**src/rtl/uart_tx_periph_pkg.sv**
```systemverilog
// uart_tx_periph_pkg: serializer state codes, register offsets and STATUS bit positions.
package uart_tx_periph_pkg;
    localparam logic [2:0] ST_IDLE   = 3'd0;
    localparam logic [2:0] ST_START  = 3'd1;
    localparam logic [2:0] ST_DATA   = 3'd2;
    localparam logic [2:0] ST_PARITY = 3'd3;
    localparam logic [2:0] ST_STOP   = 3'd4;
    localparam logic [2:0] REG_TXDATA = 3'd0;
    localparam logic [2:0] REG_STATUS = 3'd4;
    localparam int SB_BUSY  = 0;
    localparam int SB_FULL  = 1;
    localparam int SB_EMPTY = 2;
    localparam int SB_OVF   = 3;
    localparam int SB_PAR   = 4;
endpackage

```
**src/rtl/uart_tx_periph_if.sv**
```systemverilog
// uart_tx_periph_if: core data-bus view of the UART transmitter (select, store, address, data).
interface uart_tx_periph_if;
    logic        IntorPeri;
    logic        MemWrite;
    logic [31:0] Addr;
    logic [31:0] WD;
    logic [31:0] RD;
    modport master(output IntorPeri, MemWrite, Addr, WD, input RD);
    modport slave(input IntorPeri, MemWrite, Addr, WD, output RD);
endinterface

```
**src/rtl/uart_tx_fifo.sv**
```systemverilog
// uart_tx_fifo: DEPTH x 8 synchronous FIFO; pushes while full and pops while empty are ignored.
module uart_tx_fifo #(
    parameter int DEPTH = 4
) (
    input  logic                     CLK,
    input  logic                     CLR,
    input  logic                     push,
    input  logic                     pop,
    input  logic [7:0]               wdata,
    output logic [7:0]               rdata,
    output logic                     full,
    output logic                     empty,
    output logic [$clog2(DEPTH):0]   count
);
    localparam int AW = $clog2(DEPTH);
    logic [7:0]    mem_q [DEPTH];
    logic [AW-1:0] wptr_q, wptr_d, rptr_q, rptr_d;
    logic [AW:0]   count_q, count_d;
    logic          do_push, do_pop;
    assign full    = count_q == (AW+1)'(DEPTH);
    assign empty   = count_q == '0;
    assign count   = count_q;
    assign rdata   = mem_q[rptr_q];
    assign do_push = push & ~full;
    assign do_pop  = pop & ~empty;
    always_comb begin
        wptr_d  = do_push ? wptr_q + 1'b1 : wptr_q;
        rptr_d  = do_pop ? rptr_q + 1'b1 : rptr_q;
        count_d = count_q + (AW+1)'(do_push) - (AW+1)'(do_pop);
    end
    always_ff @(posedge CLK or negedge CLR) begin
        if (!CLR) begin
            wptr_q  <= '0;
            rptr_q  <= '0;
            count_q <= '0;
        end else begin
            wptr_q  <= wptr_d;
            rptr_q  <= rptr_d;
            count_q <= count_d;
        end
    end
    always_ff @(posedge CLK) begin
        if (do_push) mem_q[wptr_q] <= wdata;
    end
endmodule

```
**src/rtl/uart_tx_periph.sv**
```systemverilog
// uart_tx_periph: memory-mapped 8N1 UART transmitter with TX FIFO and STATUS register.
// Define UART_PARITY_EN to insert an even-parity bit (8E1) and report it in STATUS bit 4.
module uart_tx_periph
    import uart_tx_periph_pkg::*;
#(
    parameter int          CLKS_PER_BIT = 434,
    parameter int          FIFO_DEPTH   = 4,
    parameter logic [31:0] BASE_ADDR    = 32'h1001_0000
) (
    input  logic             CLK,
    input  logic             CLR,
    uart_tx_periph_if.slave  bus,
    output logic             TX,
    output logic             TxIrq
);
`ifdef UART_PARITY_EN
    localparam logic PAR_EN = 1'b1;
`else
    localparam logic PAR_EN = 1'b0;
`endif
    localparam logic [15:0] BAUD_MAX = 16'(CLKS_PER_BIT - 1);
    logic [2:0]  state_q, state_d;
    logic [15:0] baud_q, baud_d;
    logic [2:0]  bit_q, bit_d;
    logic [7:0]  shreg_q, shreg_d;
    logic        ovf_q, ovf_d, tx_q, tx_d, irq_q, irq_d;
    logic        sel, is_stat, wr_data, wr_stat, pop, full, empty;
    logic [7:0]  fifo_rd;
    logic [31:0] status;
    logic [$clog2(FIFO_DEPTH):0] unused_count;
    logic        unused_bits;
    assign unused_bits = ^{bus.WD[31:8], bus.Addr[1:0]};
    assign sel     = bus.IntorPeri & (bus.Addr[31:3] == BASE_ADDR[31:3]);
    assign is_stat = bus.Addr[2] == REG_STATUS[2];
    assign wr_data = sel & bus.MemWrite & (bus.Addr[2] == REG_TXDATA[2]);
    assign wr_stat = sel & bus.MemWrite & is_stat;
    uart_tx_fifo #(.DEPTH(FIFO_DEPTH)) u_fifo (
        .CLK   (CLK),
        .CLR   (CLR),
        .push  (wr_data),
        .pop   (pop),
        .wdata (bus.WD[7:0]),
        .rdata (fifo_rd),
        .full  (full),
        .empty (empty),
        .count (unused_count)
    );
    // A dropped push sets ovf even if the same cycle also writes a clear.
    assign ovf_d = (wr_data & full) ? 1'b1 : (wr_stat & bus.WD[SB_OVF]) ? 1'b0 : ovf_q;
    always_comb begin
        status         = '0;
        status[SB_BUSY]  = state_q != ST_IDLE;
        status[SB_FULL]  = full;
        status[SB_EMPTY] = empty;
        status[SB_OVF]   = ovf_q;
        status[SB_PAR]   = PAR_EN;
        bus.RD = (sel & is_stat) ? status : '0;
    end
    always_comb begin
        state_d = state_q;
        baud_d  = baud_q;
        bit_d   = bit_q;
        shreg_d = shreg_q;
        pop     = 1'b0;
        if (state_q == ST_IDLE) begin
            if (!empty) begin
                pop     = 1'b1;
                shreg_d = fifo_rd;
                baud_d  = BAUD_MAX;
                state_d = ST_START;
            end
        end else if (baud_q != '0) begin
            baud_d = baud_q - 1'b1;
        end else begin
            baud_d = BAUD_MAX;
            case (state_q)
                ST_START: begin
                    state_d = ST_DATA;
                    bit_d   = '0;
                end
                ST_DATA: begin
                    bit_d   = bit_q + 1'b1;
                    state_d = (bit_q == 3'd7) ? (PAR_EN ? ST_PARITY : ST_STOP) : ST_DATA;
                end
                ST_PARITY: state_d = ST_STOP;
                default:   state_d = ST_IDLE;
            endcase
        end
    end
    // Line and irq are registered from the current state, so the line lags the FSM by one cycle.
    assign tx_d = (state_q == ST_START) ? 1'b0 :
                  (state_q == ST_DATA) ? shreg_q[bit_q] :
                  (state_q == ST_PARITY) ? ^shreg_q : 1'b1;
    assign irq_d = empty & (state_q == ST_IDLE);
    always_ff @(posedge CLK or negedge CLR) begin
        if (!CLR) begin
            state_q <= ST_IDLE;
            baud_q  <= '0;
            bit_q   <= '0;
            shreg_q <= '0;
            ovf_q   <= 1'b0;
            tx_q    <= 1'b1;
            irq_q   <= 1'b1;
        end else begin
            state_q <= state_d;
            baud_q  <= baud_d;
            bit_q   <= bit_d;
            shreg_q <= shreg_d;
            ovf_q   <= ovf_d;
            tx_q    <= tx_d;
            irq_q   <= irq_d;
        end
    end
    assign TX    = tx_q;
    assign TxIrq = irq_q;
endmodule

```
**src/flat_wrapper.sv**
```systemverilog
// flat-port wrapper written by rule: the top's interface ports become plain ports
module uart_tx_periph_flat import uart_tx_periph_pkg::*;
#(
    parameter int          CLKS_PER_BIT = 434,
    parameter int          FIFO_DEPTH   = 4,
    parameter logic [31:0] BASE_ADDR    = 32'h1001_0000
)
  (CLK, CLR, TX, TxIrq, bus_IntorPeri, bus_MemWrite, bus_Addr, bus_WD, bus_RD);
  uart_tx_periph_if bus_i ();
  input  logic CLK;
  input  logic CLR;
  output logic TX;
  output logic TxIrq;
  input wire logic [$bits(bus_i.IntorPeri)-1:0] bus_IntorPeri;
  input wire logic [$bits(bus_i.MemWrite)-1:0] bus_MemWrite;
  input wire logic [$bits(bus_i.Addr)-1:0] bus_Addr;
  input wire logic [$bits(bus_i.WD)-1:0] bus_WD;
  output wire logic [$bits(bus_i.RD)-1:0] bus_RD;
  assign bus_i.IntorPeri = bus_IntorPeri;
  assign bus_i.MemWrite = bus_MemWrite;
  assign bus_i.Addr = bus_Addr;
  assign bus_i.WD = bus_WD;
  assign bus_RD = bus_i.RD;
  uart_tx_periph #(.CLKS_PER_BIT(CLKS_PER_BIT), .FIFO_DEPTH(FIFO_DEPTH), .BASE_ADDR(BASE_ADDR)) u_core (.CLK(CLK), .CLR(CLR), .bus(bus_i), .TX(TX), .TxIrq(TxIrq));
endmodule
```
**config.mk**
```make
export PLATFORM = sky130hd
export DESIGN_NAME = uart_tx_periph_flat
export DESIGN_NICKNAME = d
export VERILOG_FILES = /design/src/rtl/uart_tx_periph_pkg.sv /design/src/rtl/uart_tx_periph_if.sv /design/src/rtl/uart_tx_fifo.sv /design/src/rtl/uart_tx_periph.sv /design/src/flat_wrapper.sv
export SDC_FILE = /design/constraint.sdc
export NUM_CORES = 1
export LEC_CHECK = 0
export ABC_AREA = 1
export CORE_UTILIZATION = 53
export CTS_BUF_LIST = sky130_fd_sc_hd__clkbuf_16
export CTS_CLUSTER_SIZE = 12
export DETAILED_ROUTE_END_ITERATION = 8
export GPL_TIMING_DRIVEN = 1
export PLACE_DENSITY = 0.86
export SLEW_MARGIN = 10
export SYNTH_ARGS = -nofsm -noshare
export SYNTH_HDL_FRONTEND = slang
export SYNTH_HIERARCHICAL = 1
export SYNTH_SLANG_ARGS = --single-unit
```
**constraint.sdc**
```tcl
create_clock -name CLK -period 4.1 [get_ports CLK]
set_clock_uncertainty 0.1 [all_clocks]
set_input_delay 0.615 -clock CLK [delete_from_list [all_inputs] [get_ports CLK]]
set_output_delay 0.615 -clock CLK [all_outputs]
set_load 0.1 [all_outputs]
```
==> reports/qor.yml <==
setup_path:
  crit_fanout: 7
  arrival_ps: 3010
  critical_setup_path_kind: "input port to register"
  regToRegEndpoint: "u_core/u_fifo/count[2]"
  critical_path.startpoint_type: "input port"
  worst_r2r_path_depth: 12
  rr_startpoint: "u_core/u_fifo/count[1]"
  crit_required_ps: 4220
  timing.reg2reg.setup_slack_ps: 1690
  end_kind: "register"
clock_tree:
  cts-hold-fix-buffers: 0
  post-cts-setup-buffer-count: 0
  postCtsResizedCells: 0
  path_clk_slew_ps: 60
  h_tree_depth: 3
  cts_made_buffers: 9
  tritoncts_clock_tree: "yes"
  cts.root.buffer_cell: "sky130_fd_sc_hd__clkbuf_16"
  cts_buffer_depth: 2
  cts.sink_count: 72
  clk_latency_ps: 340
yosys:
  post_synth_instance_area_mm2: 0.004048
  yosysSeqAreaShare_pct: 48.53
  netlist_instances: 484
  syn_area_per_cell_um2: 8.363
  ys_types: 33
  synthesis.yosys.warnings: 6
  synth-seq-cells: 72
floorplanning:
  placeableCoreArea_mm2: 0.007331
  io-pin-count: 102
  die_area_mm2: 0.007991
  die_y_um: 89.39
  row_count: 31
  initial_utilization_pct: 55.21
  die_width_um: 89.39
sta:
  fmax_mhz: 346.0
  timing.final.max_slew_violations: 0
  max_slew.worst_pin.slew_ps: 959.0
  finalSetupViolCount: 0
  maxSlewHeadroom_pct: 35.86
  period_needed_ps: 2890
  fin_setup_tns_ps: 0
  post-route-period-util_pct: 70.49
  rsz0062_at_grt: "false"
  report.final.hold_viol_count: 0
power:
  p_leak_nw: 2.237
  power.ir.vdd_worst_v: 0.0004266
  power_density_mw_per_mm2: 357.3
  power_w: 0.001704
global_routing:
  grt_pass1_wl_um: 12810
  initial_antenna_violation_count: 0
  global_route.usage.total_pct: 21.35
  remaining_global_route_overflow: 0
  grt_pass1_vias: 2992
  maximum_number_of_pins_on_one_net_before_global_route_repair: 41
final_layout:
  antennaDiodeCount: 0
  drive_above_1_share_pct: 9.259
  synthToLayoutAreaGrowth_pct: 17.84
  nets: 613
place:
  io_buffers: 47
  hpwl_um: 5366
  gp_congestion: 0.8233
detailed_routing:
  detailedRoute.firstIterationViolations: 155
  avgViaCountPerCell: 4.859
  detailroute.via_count: 3105
  routed_wl_um: 7530
  wl_per_cell_um: 11.78
  remaining_drc_errors: 0
  detailedRoute.firstPassIterationCount: 4
  detail-route-antenna-nets: 0
run_status:
  run_status: "finished clean"
run:
  max-cap-violations: 0
worst_hold_path:
  hp-class: "input port to asynchronous set/reset pin"
## sequential cells by signal, indices dropped and copies added (netlist names)
register,count
u_core/state_q,3
u_core/u_fifo/count,3
u_core/u_fifo/mem_q,32
u_core/ovf_q,1
u_core/u_fifo/rptr_q,2
u_core/TX,1
u_core/bit_q,3
u_core/u_fifo/wptr_q,2
u_core/shreg_q,8
u_core/TxIrq,1
u_core/baud_q,16
## layout make-up
class	count	area (µm²)
clock buffer	9	225.2
clock inverter	7	77.57
fill	555	2561
inverter	56	212.7
multi-input combinational	349	1710
sequential	72	1964
tap	99	123.9
timing repair buffer	47	455.4
## worst max-delay path: stages
cell,delay [ps]
sky130_fd_sc_hd__clkdlybuf4s50_1,460
sky130_fd_sc_hd__inv_1,50
sky130_fd_sc_hd__nor2_1,80
sky130_fd_sc_hd__nand2_1,50
sky130_fd_sc_hd__nor2_1,100
sky130_fd_sc_hd__nand2_1,80
sky130_fd_sc_hd__nor2_2,140
sky130_fd_sc_hd__and3_1,270
sky130_fd_sc_hd__nand2_4,100
sky130_fd_sc_hd__ha_1,290
sky130_fd_sc_hd__inv_1,40
sky130_fd_sc_hd__ha_1,180
sky130_fd_sc_hd__fa_1,390
sky130_fd_sc_hd__nand3_1,110
sky130_fd_sc_hd__nand2_1,60
## cell families after synthesis
group,share of synthesized area (%)
AND/OR/NAND/NOR,29.21
other,0.09265
AO/OA/AOI/OAI,4.359
XOR/XNOR,2.813
buffers and inverters,11.72
flip-flops,48.53
adder cells (fa/ha/maj),3.277
## routing by layer
layer | global-route usage (%) | up-vias | share of wire (%)
met5 | 0 | - | 0
met4 | 8.947 | 0 | 1.7
met3 | 5.633 | 13 | 3.5
met2 | 38.65 | 72 | 54
met1 | 23.75 | 1442 | 41
li1 | - | 1578 | -
## stage by stage
| step | cells | util, % | setup WS, ps | hold slack [ps] | cell area [µm²] |
|---|---|---|---|---|---|
| 3_5_place_dp | 623 | 60.93 | 870.7 | 383.6 | 4467 |
| 3_3_place_gp | 623 | 60.93 | 970.2 | 357.1 | 4467 |
| 6_report | 639 | 65.06 | 1210 | 288.2 | 4770 |
| 2_1_floorplan | 511 | - | 691.9 | 219.4 | 4149 |
| 5_1_grt | 639 | 65.06 | 1059 | 378.2 | 4770 |
| 4_1_cts | 639 | 65.06 | 1205 | 332.6 | 4770 |
## layout by cell type, fill, tap and decap left out, types with 2 or more instances in the layout
cell type / netlist / layout
sky130_fd_sc_hd__o21ai_1: 14 / 14
sky130_fd_sc_hd__nand3_2: 3 / 3
sky130_fd_sc_hd__dfstp_2: 2 / 2
sky130_fd_sc_hd__nor2_4: 5 / 5
sky130_fd_sc_hd__conb_1: 1 / 28
sky130_fd_sc_hd__nand2_1: 143 / 143
sky130_fd_sc_hd__clkdlybuf4s50_1: 0 / 42
sky130_fd_sc_hd__xnor2_1: 4 / 4
sky130_fd_sc_hd__inv_2: 3 / 3
sky130_fd_sc_hd__buf_4: 29 / 4
sky130_fd_sc_hd__nor2_1: 60 / 60
sky130_fd_sc_hd__inv_6: 0 / 2
sky130_fd_sc_hd__nand2_2: 3 / 3
sky130_fd_sc_hd__nand2_4: 3 / 3
sky130_fd_sc_hd__nand4_1: 9 / 9
sky130_fd_sc_hd__o21ai_0: 18 / 18
sky130_fd_sc_hd__clkbuf_16: 0 / 9
sky130_fd_sc_hd__clkinv_4: 0 / 2
sky130_fd_sc_hd__ha_1: 9 / 9
sky130_fd_sc_hd__edfxtp_1: 32 / 32
sky130_fd_sc_hd__inv_1: 52 / 52
sky130_fd_sc_hd__dfrtp_1: 38 / 38
sky130_fd_sc_hd__nor2_2: 6 / 6
sky130_fd_sc_hd__xor2_1: 9 / 9
sky130_fd_sc_hd__nand3_1: 26 / 26
## Yosys cell counts (all sizes together)
library cell  instances  share of area (%)
dfrtp                38                 23
dfstp                 2                1.3
a21oi                 1               0.12
nand2               149                 15
edfxtp               32                 24
ha                    9                2.8
nor3                  1               0.12
nand4                10                1.7
and3                  1               0.15
conb                  1              0.093
xor2                  9                1.9
o21bai                1               0.28
or2                   1               0.15
fa                    1               0.49
buf                  34                6.5
nand3b                1               0.19
inv                  56                5.3
xnor2                 4               0.87
nand3                29                4.0
nor2                 72                8.4
o21ai                32                4.0
## worst max path at each step
stage	cells after the start	start	endpoint	slack (ps)
2_1_floorplan	6	bus_Addr[4]	bus_RD[0]	690
3_3_place_gp	15	bus_IntorPeri	u_core/u_fifo/count[2]	970
3_5_place_dp	15	bus_IntorPeri	u_core/u_fifo/count[2]	870
4_1_cts	10	bus_IntorPeri	bus_RD[0]	1210
5_1_grt	15	bus_IntorPeri	u_core/u_fifo/count[2]	1060
6_report	15	bus_IntorPeri	u_core/u_fifo/count[2]	1210
## report_power, final
part / internal (W) / switching [W] / leakage (nW)
Clock: 0.000476 / 0.000308 / 0.146
Sequential: 0.000755 / 0.0000000000137 / 0.790
Combinational: 0.0000361 / 0.000130 / 1.30
Total: 0.00127 / 0.000438 / 2.24
Power figures use the tool's default switching activity.
